File: config.mk
export PLATFORM = sky130hd
export DESIGN_NAME = tdc_meas_ctrl
export DESIGN_NICKNAME = d
export VERILOG_FILES = /design/src/rtl/tdc_meas_ctrl.sv
export SDC_FILE = /design/constraint.sdc
export NUM_CORES = 1
export LEC_CHECK = 0
export CAP_MARGIN = 20
export CORE_MARGIN = 3
export CORE_UTILIZATION = 52
export DETAILED_ROUTE_END_ITERATION = 8
export GPL_ROUTABILITY_DRIVEN = 0
export PLACE_DENSITY = 0.85
export RECOVER_POWER = 25
export SLEW_MARGIN = 20
export SYNTH_ARGS = -nofsm -noshare
export SYNTH_HDL_FRONTEND = slang
export SYNTH_SLANG_ARGS = --single-unit
File: constraint.sdc
create_clock -name clk -period 2.49 [get_ports clk]
set_clock_uncertainty 0.1 [all_clocks]
set_input_delay 0.498 -clock clk [delete_from_list [all_inputs] [get_ports clk]]
set_output_delay 0.498 -clock clk [all_outputs]
set_load 0.1 [all_outputs]
File: src/rtl/tdc_meas_ctrl.sv
// rtl/tdc_meas_ctrl.sv - measurement sequencer for the multistep ring-oscillator TDC
// Clears/arms the TDC, counts coarse cycles until hit or timeout, settles, captures fine code.
module tdc_meas_ctrl #(
  parameter int CODE_W     = 6,
  parameter int CNT_W      = 8,
  parameter int ARM_CYC    = 2,
  parameter int SETTLE_CYC = 4,
  parameter int TIMEOUT    = 64
) (
  input  logic              clk,
  input  logic              rst,
  input  logic              meas_req,
  output logic              meas_busy,
  input  logic              hit,
  output logic              tdc_start,
  output logic              tdc_stop,
  input  logic [CODE_W-1:0] tdc_code,
  output logic              res_valid,
  input  logic              res_ready,
  output logic [CODE_W-1:0] res_code,
  output logic [CNT_W-1:0]  res_coarse,
  output logic              res_timeout
);

  localparam int PH_MAX = (ARM_CYC > SETTLE_CYC) ? ARM_CYC : SETTLE_CYC;
  localparam int PH_W   = $clog2(PH_MAX + 1);

  typedef enum logic [2:0] {
    IDLE    = 3'd0,
    ARM     = 3'd1,
    RUN     = 3'd2,
    SETTLE  = 3'd3,
    CAPTURE = 3'd4,
    OUT     = 3'd5
  } state_t;

  state_t            state, state_nxt;
  logic [PH_W-1:0]   phase;
  logic [CNT_W-1:0]  cnt;
  logic [CNT_W-1:0]  lat_coarse;
  logic              lat_to;

  always_ff @(posedge clk) begin
    if (rst) state <= IDLE;
    else     state <= state_nxt;
  end

  always_comb begin
    state_nxt = state;
    case (state)
      IDLE:    if (meas_req) state_nxt = ARM;
      ARM:     if (phase == PH_W'(ARM_CYC - 1)) state_nxt = RUN;
      RUN:     if (hit || (cnt == CNT_W'(TIMEOUT - 1))) state_nxt = SETTLE;
      SETTLE:  if (phase == PH_W'(SETTLE_CYC - 1)) state_nxt = CAPTURE;
      CAPTURE: state_nxt = OUT;
      OUT:     if (res_ready) state_nxt = IDLE;
      default: state_nxt = IDLE;
    endcase
  end

  // Outputs are decoded from the next state so they change on the same edge as the state.
  always_ff @(posedge clk) begin
    if (rst) begin
      meas_busy <= 1'b0;
      tdc_start <= 1'b0;
      tdc_stop  <= 1'b0;
      res_valid <= 1'b0;
    end else begin
      meas_busy <= (state_nxt != IDLE);
      tdc_start <= (state_nxt == RUN) || (state_nxt == SETTLE) || (state_nxt == CAPTURE);
      tdc_stop  <= (state_nxt == SETTLE) || (state_nxt == CAPTURE);
      res_valid <= (state_nxt == OUT);
    end
  end

  always_ff @(posedge clk) begin
    if (rst) begin
      phase       <= '0;
      cnt         <= '0;
      lat_coarse  <= '0;
      lat_to      <= 1'b0;
      res_code    <= '0;
      res_coarse  <= '0;
      res_timeout <= 1'b0;
    end else begin
      case (state)
        IDLE: phase <= '0;
        ARM: begin
          phase <= phase + 1'b1;
          cnt   <= '0;
        end
        RUN: begin
          // A hit on the last RUN cycle still counts as a hit, not a timeout.
          if (state_nxt == SETTLE) begin
            lat_coarse <= cnt;
            lat_to     <= ~hit;
            phase      <= '0;
          end else begin
            cnt <= cnt + 1'b1;
          end
        end
        SETTLE: phase <= phase + 1'b1;
        CAPTURE: begin
          res_code    <= tdc_code;
          res_coarse  <= lat_coarse;
          res_timeout <= lat_to;
        end
        default: ;
      endcase
    end
  end

endmodule

==> results.toml <==
[clocking]
clock_tree.htree_level_count = 2
tritoncts = "done"
tritoncts.num_buffers = 5
ctsRootBufferMaster = "sky130_fd_sc_hd__clkbuf_4"
clock_sinks = 42
worstSkewPairLatency_ns = 0.36
cts_max_path_buffers = 2
cts-hold-fix-buffers = 0
post_cts_resized = 0
cts.clk_slew.worst_paths_ns = 0.13
post-cts-setup-buffer-count = 0

[place]
numPortBuffers = 29
post-place-ws_ns = 0.2778
post_dp_cell_area_mm2 = 0.002083
dp_hpwl_um = 2651

[worst_setup_path]
slowest_stage_delay_cp_ns = 0.86
crit_required_ns = 1.89
worst-path-max-fanout = 2
worstSetupPathType = "register to primary output"
critical_path.reg2reg.startpoint = "cnt[0]"
end_kind = "primary output"
critPathBufInv = 1
ff2ff_path_depth = 5
crit_path_start_kind = "register"
crit_path_leading_delay_family = "buffers and inverters"
regToRegEndpoint = "meas_busy"
worst_ep_arrival_time_ns = 1.57
critical_path.slowest_cell = "sky130_fd_sc_hd__clkbuf_1"
ff2ff_setup_slack_ns = 0.42
cp_cell_sequence = "clkbuf_1"

[yosys]
syn-instance-count = 211
synth.yosys.seq_area_share = 0.4609
synth_cell_types = 40
synth.net_count = 226
ys_dominant_reg_cell = "sky130_fd_sc_hd__dfxtp_1"
synth_edf_count = 0
yosysWarnings = 0
ys_ff_latch = 42
async_flop_share = 0
post_synth.cell_area_avg_um2 = 8.646
mappedNetlistArea_mm2 = 0.001824

[outcome]
result_of_the_run = "finished clean"

[hold_path]
min_delay_worst_endpoint = "res_coarse[5]"
holdCritStartpoint = "lat_coarse[5]"
hold_class = "register to register"
hold_path_depth = 2

[global_route]
first_global_vias = 1345
grt_start_max_net_pins = 29
grt.total_usage = 0.1919
grt_pass1_wl_um = 6203
grt-ovfl-total = 0
antenna_violations_before_repair = 0

[run]
max_cap_violations = 0

[power]
power.leakage_nw = 0.7403
peakVddDrop_mv = 0.3799
power.share.combinational = 0.101
power_density_mw_per_mm2 = 589.7
total_switching_power_uw = 311.3
cellInternalPower_uw = 941.5
clkPwrFrac = 0.343
sequentialPowerShare = 0.556
p_sw_frac = 0.2485

[routing]
wl_per_cell_um = 13.23
detailed_route_vias_per_instance = 5.495
initial_detailed_routing_violation_count = 91
detailroute.via_count = 1566
dr.pass1.iters = 5
antenna_nets_post_route = 0
drt-total-wl_um = 3771
post-route-drc-count = 0

[floorplan]
fp.dieArea_mm2 = 0.004255
die_width_um = 65.23
placeableCoreArea_mm2 = 0.003203
std_cell_rows = 20
initial_core_util = 0.5695
io-pin-count = 30
die_height_um = 65.23

[layout]
fin_nets = 255
area_growth_pct = 16.46
antenna-diode-count = 0
layout_commonest_cell = "sky130_fd_sc_hd__dfxtp_1"
postLayoutCellArea_mm2 = 0.002125
mostFrequentLayoutCells = "42 x sky130_fd_sc_hd__dfxtp_1, 38 x sky130_fd_sc_hd__nand2_1, 31 x sky130_fd_sc_hd__a21oi_1"
ratio_of_cells_with_drive_above_1_in_the_final_layout = 0.1535

[sta]
maxSlewHeadroom = 0.2258
final_setup_slack_of_the_worst_path_ns = 0.3224
grt_setup_unrepaired = "false"
final_layout_setup_total_negative_slack_ns = 0
timing.final.crit_period_ns = 2.168
finalSetupViolations = 0
final-hold-violation-count = 0
max_freq_mhz = 461.3
worst_margin_slew_ns = 1.166
final_min_period_over_clock_period = 0.8705
slew_violations = 0
## tightest hold or removal path: stages (launching register included)
cell	delay (ns)
sky130_fd_sc_hd__dfxtp_1	0.33
sky130_fd_sc_hd__nand2_1	0.05
sky130_fd_sc_hd__a21oi_1	0.05
## per-layer routing
| metal | routed length (um) | GRT usage | share of wire |
|---|---|---|---|
| met1 | 1814 | 0.2446 | 0.48 |
| met2 | 1733 | 0.3009 | 0.46 |
| met3 | 171 | 0.05641 | 0.045 |
| met4 | 53 | 0.08290 | 0.014 |
| met5 | 0 | 0 | 0 |
## state kept, by name, summed over array words and instances (netlist names), 3 cells and up
register    count
cnt             8
lat_coarse      8
res_coarse      8
res_code        6
phase           3
state           3
## worst max-delay path by stage
stage	start	endpoint	cells after the start
finish	res_coarse[3]	res_coarse[3]	1
detailed placement	hit	cnt[6]	5
global route	res_coarse[3]	res_coarse[3]	1
global placement	hit	cnt[5]	5
CTS	cnt[0]	meas_busy	5
floorplan	cnt[0]	meas_busy	5
## synth_stat cells, drive strengths merged (2+ instances only)
| library cell | number | area (um^2) |
|---|---|---|
| nand2b | 5 | 31.28 |
| nor2 | 12 | 45.04 |
| or3 | 3 | 18.77 |
| a21oi | 32 | 171.4 |
| clkbuf | 8 | 50.05 |
| inv | 4 | 15.01 |
| nor3 | 3 | 20.02 |
| ha | 4 | 50.05 |
| mux2i | 3 | 30.03 |
| dfxtp | 42 | 840.8 |
| a31oi | 3 | 18.77 |
| or2 | 3 | 18.77 |
| nor3b | 2 | 26.28 |
| nand3 | 11 | 55.05 |
| buf | 4 | 26.27 |
| a211oi | 5 | 37.54 |
| nand2 | 38 | 142.6 |
| o21ai | 10 | 50.05 |
| xnor2 | 3 | 26.28 |
| a21o | 2 | 23.77 |
## power groups by stage
stage	Combinational (mW)	Clock (mW)	Sequential, mW
3_3_place_gp	0.127	0	0.711
6_report	0.126	0.430	0.697
5_1_grt	0.138	0.467	0.699
4_1_cts	0.130	0.433	0.696
2_1_floorplan	0.0724	0	0.728
3_5_place_dp	0.129	0	0.711
## cells by family after synthesis
| family | after synthesis | synth area share |
|---|---|---|
| AND/OR/NAND/NOR | 84 | 0.2298 |
| AO/OA/AOI/OAI | 59 | 0.2010 |
| flip-flops | 42 | 0.4609 |
| buffers and inverters | 16 | 0.05006 |
| adder cells (fa/ha/maj) | 4 | 0.02744 |
| XOR/XNOR | 3 | 0.01441 |
| multiplexers | 3 | 0.01646 |
## stage by stage
stage | util | cells | total power, mW | hold WS (ns)
2_1_floorplan | - | 211 | 0.8007 | 0.3284
3_3_place_gp | 0.6504 | 277 | 0.8386 | 0.3359
3_5_place_dp | 0.6504 | 277 | 0.8406 | 0.3420
4_1_cts | 0.6750 | 285 | 1.259 | 0.3658
5_1_grt | 0.6633 | 285 | 1.304 | 0.3786
6_report | 0.6633 | 285 | 1.253 | 0.3528
## area by class of cell
| class | count | area (um^2) |
|---|---|---|
| fillers | 290 | 1079 |
| multi-input cells | 153 | 892.1 |
| flip-flops and latches | 42 | 840.8 |
| repair buffers | 34 | 242.7 |
| well taps | 44 | 55.05 |
| clock buffers | 6 | 41.29 |
| clock inverters | 2 | 37.54 |
| inverters | 4 | 15.01 |
(Power assumes the default switching activity.)
